[config.mk]
export PLATFORM = sky130hd
export DESIGN_NAME = serial_mag_comparator
export DESIGN_NICKNAME = d
export VERILOG_FILES = /design/src/rtl/serial_mag_comparator_pkg.sv /design/src/rtl/serial_mag_comparator_digit.sv /design/src/rtl/serial_mag_comparator.sv
export SDC_FILE = /design/constraint.sdc
export NUM_CORES = 1
export LEC_CHECK = 0
export CORE_MARGIN = 8
export CORE_UTILIZATION = 65
export DETAILED_ROUTE_END_ITERATION = 16
export DONT_BUFFER_PORTS = 1
export PLACE_DENSITY = 0.81
export SLEW_MARGIN = 40
export SYNTH_ARGS = -nofsm -noshare
export SYNTH_HDL_FRONTEND = slang
export SYNTH_SLANG_ARGS = --single-unit
[constraint.sdc]
create_clock -name clk -period 3.75 [get_ports clk]
set_clock_uncertainty 0.05 [all_clocks]
set_input_delay 0.5625 -clock clk [delete_from_list [all_inputs] [get_ports clk]]
set_output_delay 0.5625 -clock clk [all_outputs]
set_load 0.01 [all_outputs]
[src/rtl/serial_mag_comparator_pkg.sv]
// serial_mag_comparator_pkg: shared FSM encodings and digit width for the serial comparator.
package serial_mag_comparator_pkg;
    typedef enum logic [1:0] {
        IDLE = 2'd0,
        RUN  = 2'd1,
        DONE = 2'd2
    } state_t;
    localparam int DIGIT_W = 2;
endpackage

[src/rtl/serial_mag_comparator_digit.sv]
// comparator_2bit: combinational 2-bit unsigned magnitude comparator used as the digit stage.
module comparator_2bit (
    input  logic [1:0] a,
    input  logic [1:0] b,
    output logic       l,
    output logic       g,
    output logic       e
);
    assign l = a < b;
    assign g = a > b;
    assign e = a == b;
endmodule

[src/rtl/serial_mag_comparator.sv]
// serial_mag_comparator: MSB-first, 2-bits-per-clock unsigned compare with early exit on the first unequal digit.
module serial_mag_comparator
    import serial_mag_comparator_pkg::*;
#(
    parameter int WIDTH = 8
) (
    input  logic             clk,
    input  logic             rst,
    input  logic             start,
    input  logic [WIDTH-1:0] a_in,
    input  logic [WIDTH-1:0] b_in,
    output logic             busy,
    output logic             done,
    output logic             lt,
    output logic             gt,
    output logic             eq
);
    localparam int ND = WIDTH / DIGIT_W;
    localparam int CW = (ND > 1) ? $clog2(ND) : 1;

    state_t           state_q, state_d;
    logic [WIDTH-1:0] sa_q, sa_d, sb_q, sb_d;
    logic [CW-1:0]    cnt_q, cnt_d;
    logic             busy_q, busy_d, done_q, done_d;
    logic             lt_q, lt_d, gt_q, gt_d, eq_q, eq_d;
    logic             dig_l, dig_g, dig_e;

    comparator_2bit u_digit (
        .a(sa_q[WIDTH-1 -: DIGIT_W]),
        .b(sb_q[WIDTH-1 -: DIGIT_W]),
        .l(dig_l),
        .g(dig_g),
        .e(dig_e)
    );

    always_comb begin
        state_d = state_q;
        sa_d    = sa_q;
        sb_d    = sb_q;
        cnt_d   = cnt_q;
        lt_d    = lt_q;
        gt_d    = gt_q;
        eq_d    = eq_q;
        case (state_q)
            IDLE: if (start) begin
                state_d = RUN;
                sa_d    = a_in;
                sb_d    = b_in;
                cnt_d   = '0;
                {lt_d, gt_d, eq_d} = 3'b000;
            end
            RUN: if (!dig_e) begin
                state_d = DONE;
                lt_d    = dig_l;
                gt_d    = dig_g;
                eq_d    = 1'b0;
            end else if (cnt_q == CW'(ND - 1)) begin
                state_d = DONE;
                {lt_d, gt_d, eq_d} = 3'b001;
            end else begin
                sa_d  = sa_q << DIGIT_W;
                sb_d  = sb_q << DIGIT_W;
                cnt_d = cnt_q + CW'(1);
            end
            DONE:    state_d = IDLE;
            default: state_d = IDLE;
        endcase
        // Status outputs are registered, so derive them from the next state.
        busy_d = state_d != IDLE;
        done_d = state_d == DONE;
    end

    always_ff @(posedge clk or posedge rst) begin
        if (rst) begin
            state_q <= IDLE;
            sa_q    <= '0;
            sb_q    <= '0;
            cnt_q   <= '0;
            busy_q  <= 1'b0;
            done_q  <= 1'b0;
            lt_q    <= 1'b0;
            gt_q    <= 1'b0;
            eq_q    <= 1'b0;
        end else begin
            state_q <= state_d;
            sa_q    <= sa_d;
            sb_q    <= sb_d;
            cnt_q   <= cnt_d;
            busy_q  <= busy_d;
            done_q  <= done_d;
            lt_q    <= lt_d;
            gt_q    <= gt_d;
            eq_q    <= eq_d;
        end
    end

    assign busy = busy_q;
    assign done = done_q;
    assign lt   = lt_q;
    assign gt   = gt_q;
    assign eq   = eq_q;
endmodule

==> metrics, run 1 <==
cells after synthesis=~100; setup TNS=0 ps; ys async rst share=100%; NumNets Final=around 130; Worst Max-Slew Pin Slew=roughly 500 ps; max cap viols=0; Initial Util=about two thirds; initial antenna violation count=0; fin util=between 60 and 70%; reg2reg path depth=4; # setup viols final=0; register area share after synthesis=a little under half; fin crit share=between 50% and 60%; Place WS=between 1000 and 1500 ps; Worst IR Drop VDD=roughly 0.50 mV; Relative slew margins=between 60% and 70%; crit path max fanout=12; Synth warnings=0; via count=783; worst setup margin=between 1500 and 2000 ps; area grow syn2layout=1.03%; CTS Hold Bufs=0; Inserted Clock Buffers=3; I/O pin total=24; FP Rows=16; first-pass GRT wire length=3880 µm; synthesis-stage register bit count=25; Avg Inst Size Synth=12.8 µm²; Post-route DRC=0; Slew Limit Fails=0; antenna cells=0; mapped cell area=1330 µm²; via/cell ratio=roughly 6; commonest cells in the synthesized netlist=dfrtp_1, mux2_2, mux2_4; number of synthesized flops with an enable pin=0; syn_nets=between 100 and 150; largest cells by area after synthesis=dfrtp_1, mux2_2, mux2_4; worst r2r src=sa_q[7]$_DFFE_PP0P_; Hold Path Class=primary input to asynchronous set/reset pin; die area=about 3700 µm²; Starting DRT DRC Count=15; Crit. Startpoint=sa_q[7]$_DFFE_PP0P_; Setup crit end kind=register; CTS tree=yes; RSZ-0062 raised after global routing=false; overall global routing resource usage=13.9%; Main synth FF type=dfrtp_1; DRT Pass-1 Iters=4; CTS root buf=clkbuf_4; Die Width=approximately 61 µm; share of layout cells above drive strength 1=between 20% and 30%; filler instances=155; CP endpoint=sb_q[5]$_DFFE_PP0P_; Die Y-Extent=61.2 µm; hpwl dp=~1700 µm; Port Buf Inserts=0; minimum clock period after layout=~2000 ps; core area=approximately 2000 µm²; post-detailed-route wirelength per cell=16.9 µm; clock-pin slew on the worst setup and hold paths=~130 ps; number of setup buffers added after CTS=0; Clock Sinks=25; most numerous cell in the Yosys netlist=dfrtp_1; H-Tree Depth=1; critical setup path kind=register to register; metal3 WL=roughly 150 µm; Longest Clk Path Bufs=2; antenna viol nets, final=0; R2R Setup Slk=1760 ps; pwr/cell area=between 800 and 900 nW/µm²; fin area=between 1000 and 1500 µm²; Worst EP required=3900 ps; total wire length=~2200 µm; clock latency on the worst-skew pair=between 300 and 400 ps; run status=completed; post-synth cell types=27; largest net degree at the start of global routing=28; f_max=between 0.5 and 0.6 GHz; leading area contributor after synthesis=dfrtp_1; vias in the first global route=roughly 830; Final Hold Vio Count=0; Metal-1 WL=between 1000 and 1500 µm; share of the synthesized area in the top cell type=a little under half; CTS resizes=0; reg2reg end=sb_q[5]$_DFFE_PP0P_; LEAKAGE=between 0.0006 and 0.0007 µW; Placed Area=~1300 µm²; CP arrival=around 2100 ps; met2 wire len=just under 1000 µm; crit start category=register; gpl congestion=0.758; uppermost routed layer=met4; grt ovf=0
-- metal layers --
metal / GRT usage (%) / up-vias
li1: - / 375
met1: 17.0 / 384
met2: 22.4 / 19
met3: 4.38 / 5
met4: 4.98 / 0
met5: 0 / -
-- worst min path at each step --
stage / start / slack [ps] / to
after floorplan: sa_q[0]$_DFFE_PP0P_ / 410 / sa_q[0]$_DFFE_PP0P_
after global placement: sb_q[1]$_DFFE_PP0P_ / 430 / sb_q[1]$_DFFE_PP0P_
after detailed placement: sb_q[2]$_DFFE_PP0P_ / 440 / sb_q[2]$_DFFE_PP0P_
after CTS: rst / 100 / sa_q[0]$_DFFE_PP0P_
after global routing: rst / 130 / sa_q[0]$_DFFE_PP0P_
final: rst / 90 / sa_q[0]$_DFFE_PP0P_
-- stage by stage --
step / total power [µW] / cells / hold slack [ps]
2_1_floorplan: 1010 / 104 / 415
3_3_place_gp: 1040 / 127 / 429
3_5_place_dp: 1070 / 127 / 438
4_1_cts: 1190 / 131 / 104
5_1_grt: 1280 / 131 / 126
6_report: 1180 / 131 / 94.0
-- final cells by class --
type	instances	area [µm²]	area share [%]
clock buffer	4	26.3	1.96
tap	27	33.8	2.51
multi-input combinational	71	642	47.8
sequential	25	627	46.6
inverter	4	15.0	1.12
-- sequential cells by signal, indices dropped and copies added (netlist names) --
name     flops
gt           1
cnt_q        2
eq           1
sb_q         8
lt           1
done         1
sa_q         8
state_q      2
busy         1
-- cells by family (layout without fill, tap and decap cells) --
| group | count (synthesis) | in the layout | share of synthesized area, % |
|---|---|---|---|
| DFF | 25 | 25 | 47.0 |
| AOI/OAI and AO/OA | 19 | 19 | 10.7 |
| adders and majority gates | 4 | 4 | 3.76 |
| buffers and inverters | 8 | 8 | 4.70 |
| muxes | 25 | 25 | 23.0 |
| and+or+nand+nor | 23 | 23 | 10.7 |
-- power by group --
group          switching [µW]  leakage (µW)  total, µW  internal, µW
sequential                127      0.000308        521           395
clock                    73.7     0.0000150        115          41.5
combinational             238      0.000278        541           303
-- worst max-delay path: stages (launching register included) --
cell and delay, ps:
dfrtp_1 410, ha_1 380, nand4b_2 170, a21oi_4 480, mux2_2 390
-- placed cells by master, fill, tap and decap left out, types with 3 or more instances in the layout --
| master | n |
|---|---|
| dfrtp_1 | 24 |
| mux2_2 | 13 |
| mux2_4 | 8 |
| a21oi_1 | 7 |
| nor2b_1 | 6 |
| o2bb2ai_1 | 5 |
| mux2i_1 | 4 |
| nand2_1 | 4 |
| nor2_1 | 4 |
| ha_1 | 4 |
| inv_1 | 3 |
| clkbuf_4 | 3 |
(Power assumes the default switching activity.)
==> run 2, diff against run 1 <==
--- a/config.mk
+++ b/config.mk
@@ -6,10 +6,10 @@
 export NUM_CORES = 1
 export LEC_CHECK = 0
 export CORE_MARGIN = 8
-export CORE_UTILIZATION = 65
+export CORE_UTILIZATION = 55
 export DETAILED_ROUTE_END_ITERATION = 16
 export DONT_BUFFER_PORTS = 1
-export PLACE_DENSITY = 0.81
+export PLACE_DENSITY = 0.73
 export SLEW_MARGIN = 40
 export SYNTH_ARGS = -nofsm -noshare
 export SYNTH_HDL_FRONTEND = slang
==> constraint.sdc (replaced) <==
create_clock -name clk -period 1.7 [get_ports clk]
set_clock_uncertainty 0.05 [all_clocks]
set_input_delay 0.255 -clock clk [delete_from_list [all_inputs] [get_ports clk]]
set_output_delay 0.255 -clock clk [all_outputs]
set_load 0.01 [all_outputs]
==> metrics, run 2 (synthesized netlist as in run 1, its figures left out) <==
area grow syn2layout=14.3%; total wire length=between 2000 and 3000 µm; Hold Path Class=primary input to register; Die Width=about 65 µm; clock-pin slew on the worst setup and hold paths=approximately 130 ps; Setup crit end kind=register; f_max=about 0.6 GHz; Die Y-Extent=65.2 µm; crit start category=register; Post-route DRC=0; clock latency on the worst-skew pair=just over 300 ps; minimum clock period after layout=~1600 ps; largest net degree at the start of global routing=26; initial antenna violation count=0; Worst IR Drop VDD=between 1 and 1.5 mV; share of layout cells above drive strength 1=approximately 38%; CTS root buf=clkbuf_4; Slew Limit Fails=0; Cell Chain, Critical Path=ha_4 > nand4b_4 > a21oi_4 > buf_6 > mux2_4; core area=between 2000 and 2500 µm²; critical setup path kind=register to register; # setup viols final=0; post-detailed-route wirelength per cell=about 17 µm; Relative slew margins=roughly 78%; pwr/cell area=between 2000 and 2500 nW/µm²; most common cell after layout, fill and taps aside=dfrtp_1; Inserted Clock Buffers=3; Port Buf Inserts=0; max cap viols=0; reg2reg path depth=5; fin util=a little under two thirds; DRT Pass-1 Iters=5; NumNets Final=about 140; CP top delay family=flip-flops; Final Hold Vio Count=0; RSZ-0062 raised after global routing=true; worst setup margin=approximately 54 ps; CP arrival=1810 ps; via count=approximately 850; Initial Util=55.7%; LEAKAGE=between 0.0006 and 0.0007 µW; Longest Clk Path Bufs=2; crit path max fanout=5; Regs by FF count=sa_q x8, sb_q x8; gpl congestion=approximately 0.8; first-pass GRT wire length=4520 µm; crit path buf inv count=1; vias in the first global route=~930; fin crit share=96.8%; CTS tree=yes; hpwl dp=around 1900 µm; Hold Path Depth=2; peak per-stage delay on the critical path=440 ps; Starting DRT DRC Count=19; H-Tree Depth=1; grt ovf=0; FP Rows=18; antenna viol nets, final=0; via/cell ratio=around 5.7; antenna cells=0; overall global routing resource usage=approximately an eighth; I/O pin total=24; CP Depth=5; crit path max-delay cell type=dfrtp_1; leading cell types in the layout, fill and taps excluded=dfrtp_1, buf_4, mux2_2, mux2_4, a21oi_1; Worst Max-Slew Pin Slew=332 ps; die area=4250 µm²; Place WS=-1.76 ps; Clock Sinks=25; run status=completed; Worst EP required=1870 ps
==> run 2: cell types whose count changed in the layout (fill, tap and decap cells not counted), moves of 2 or more <==
cell	previous run	this run
buf_4	0	12
ha_1	4	2
ha_4	0	2
mux2_2	13	11
mux2_4	8	10
==> run 2: metal layers <==
metal / track usage, % / vias to the layer above / routed length [µm]
met5: 0 / - / 0
met4: 4.90 / 0 / 12
met3: 3.40 / 2 / 135
met2: 21.0 / 17 / 1280
met1: 16.6 / 425 / 1170
li1: - / 401 / -
==> run 2: cell type report <==
class,count,area (µm²)
clock buffers,3,22.5
clock inverters,1,5.00
fillers,195,867
inverters,4,15.0
multi-input cells,71,683
flip-flops and latches,25,626
well taps,30,37.5
repair buffers,15,131
==> run 2: report_power, final <==
group	internal [µW]	total [µW]	switching, µW
clock network	88.0	259	171
registers	871	1090	224
logic	993	1720	725
==> run 2: final timing paths <==
path / slack, ps / start / to
min in group asynchronous: 360 / rst / sa_q[1]$_DFFE_PP0P_
max in group asynchronous: 1010 / rst / state_q[1]$_DFF_PP0_
worst min register to register: 480 / sa_q[5]$_DFFE_PP0P_ / sa_q[5]$_DFFE_PP0P_
worst max-delay path: 50 / sb_q[6]$_DFFE_PP0P_ / sb_q[2]$_DFFE_PP0P_
worst max register to register: 50 / sb_q[6]$_DFFE_PP0P_ / sb_q[2]$_DFFE_PP0P_
worst min-delay path: 40 / start / state_q[0]$_DFF_PP0_
==> run 2: stage by stage <==
step	instances	TNS, ps	power (µW)	hold slack [ps]	instance area (µm²)
after floorplan	104	0	2230	232	1330
after global placement	142	0	2540	166	1420
after detailed placement	142	-1.76	2610	172	1420
after CTS	148	-1.47	3000	30.4	1500
after global routing	149	-12.2	3290	30.5	1520
final	149	0	3070	40.3	1520
==> run 2: timing repair <==
action,4_1_cts,5_1_grt
endpoints found under the hold margin,25,0
setup buffers,1,1
hold buffers,1,0
resized for setup,3,5
pin swaps,1,3
setup endpoints to repair,5,11
==> run 3, diff against run 2 <==
--- a/config.mk
+++ b/config.mk
@@ -9,7 +9,7 @@
 export CORE_UTILIZATION = 55
 export DETAILED_ROUTE_END_ITERATION = 16
 export DONT_BUFFER_PORTS = 1
-export PLACE_DENSITY = 0.73
+export PLACE_DENSITY = 0.69
 export SLEW_MARGIN = 40
 export SYNTH_ARGS = -nofsm -noshare
 export SYNTH_HDL_FRONTEND = slang
==> metrics, run 3 (synthesized netlist as in run 1, its figures left out) <==
Die Width=65.2 µm; RSZ-0062 raised after global routing=true; switching share of total power=a little over a third; pwr/cell area=a little over 2000 nW/µm²; I/O pin total=24; Placed Area=1420 µm²; die area=between 4000 and 5000 µm²; Reg power frac=a little over a third; CP arrival=1910 ps; FP Rows=18; core area=roughly 2400 µm²; Relative slew margins=between 70% and 80%; via count=829; Slew Limit Fails=0; LEAKAGE=between 0.0007 and 0.0008 µW; Hold Path Depth=2; reg2reg path depth=6; CTS tree=yes; crit start category=register; worst setup margin=-50.9 ps; fin area=between 1500 and 2000 µm²; most common cell after layout, fill and taps aside=dfrtp_1; Longest Clk Path Bufs=2; Internal=about 2000 µW; f_max=between 0.5 and 0.6 GHz; clock power share=8.3%; overall global routing resource usage=14.5%; sw power=~1100 µW; clock-pin slew on the worst setup and hold paths=about 130 ps; Sequential Area=between 600 and 700 µm²; hpwl dp=roughly 2000 µm; antenna viol nets, final=0; first-pass GRT wire length=approximately 4800 µm; CTS root buf=clkbuf_4; clock latency on the worst-skew pair=between 300 and 400 ps; Inserted Clock Buffers=3; critical setup path kind=register to register; Worst Max-Slew Pin Slew=319 ps; post-detailed-route wirelength per cell=~18 µm; Place WS=-50.2 ps; fin crit share=103%; Setup crit end kind=register; vias in the first global route=approximately 960; total wire length=around 2700 µm; leading cell types in the layout, fill and taps excluded=dfrtp_1, buf_4, mux2_2, mux2_4, a21oi_1; share of layout cells above drive strength 1=37.7%; Clock Sinks=25; Worst EP required=about 1900 ps; Hold Path Class=primary input to register; power share of the combinational group=approximately 57%; largest net degree at the start of global routing=26; minimum clock period after layout=1750 ps; hold slack=44.6 ps; Port Buf Inserts=0; DRT Pass-1 Iters=4; Regs by FF count=sa_q x8, sb_q x8; Die Y-Extent=about 65 µm; filler instances=between 150 and 200; Multi-input gate area=~680 µm²; antenna cells=0; Starting DRT DRC Count=39; crit path max fanout=6; via/cell ratio=around 5.5; fin util=between 60% and 70%; gpl congestion=between 0.7 and 0.8; initial antenna violation count=0; area grow syn2layout=16.6%; NumNets Final=146; Final Power=about 3200 µW; max cap viols=0; failing checks=setup timing; H-Tree Depth=1; Initial Util=55.7%; run status=finished, violations left; Worst IR Drop VDD=roughly 1.2 mV; grt ovf=0; Final Hold Vio Count=0; # setup viols final=9; Post-route DRC=0
==> run 3: cell types whose count changed in the layout (fill, tap and decap cells not counted), sizes merged <==
cell	delta
clkbuf	+1
clkinv	-1
buf	+3
==> run 3: layout make-up <==
type | instances | area share, %
Clock buffer | 4 | 1.69
Inverter | 4 | 0.969
Sequential cell | 25 | 40.4
Timing Repair Buffer | 18 | 11.0
Tap cell | 30 | 2.42
Multi-Input combinational cell | 71 | 43.6
==> run 3: final timing paths <==
check	from	endpoint	slack, ps
max in group asynchronous	rst	eq$_DFFE_PP0P_	990
worst min register to register	sa_q[1]$_DFFE_PP0P_	sa_q[1]$_DFFE_PP0P_	470
worst max-delay path	sa_q[7]$_DFFE_PP0P_	sb_q[4]$_DFFE_PP0P_	-50
min in group asynchronous	rst	sb_q[0]$_DFFE_PP0P_	370
worst min-delay path	start	state_q[0]$_DFF_PP0_	40
worst max register to register	sa_q[7]$_DFFE_PP0P_	sb_q[4]$_DFFE_PP0P_	-50
==> run 3: what timing repair did <==
item | CTS | global route
resized for setup | 5 | 1
pin swaps | 2 | 3
endpoints found under the setup margin | 10 | 13
hold buffers | 1 | 0
setup buffers | 4 | 2
hold endpoints to repair | 25 | 0
==> run 3: power groups by stage <==
| stage | Clock, µW | Sequential, µW | Combinational, µW |
|---|---|---|---|
| detailed placement | 0 | 1100 | 1510 |
| CTS | 269 | 1100 | 1760 |
| global route | 304 | 1130 | 1970 |
| finish | 261 | 1100 | 1800 |
| global placement | 0 | 1080 | 1470 |
| floorplan | 0 | 1020 | 1210 |
==> run 3: critical path, stage by stage, from the launching register on <==
cell,delay (ps)
dfrtp_1,440
ha_4,300
nand4b_4,130
a21oi_4,170
buf_12,130
buf_8,130
mux2_4,300
==> run 3: layer usage <==
layer  vias up  wire length (µm)  GRT usage [%]
met5         -                 0              0
met3         2               147           4.76
met1       401              1250           17.8
met2        17              1280           22.9
li1        409                 -              -
met4         0                15           6.54
==> run 3: metrics by stage <==
stage / setup TNS [ps] / std cells
2_1_floorplan: 0 / 104
3_3_place_gp: 0 / 141
3_5_place_dp: -145 / 141
4_1_cts: -435 / 150
5_1_grt: -885 / 152
6_report: -267 / 152
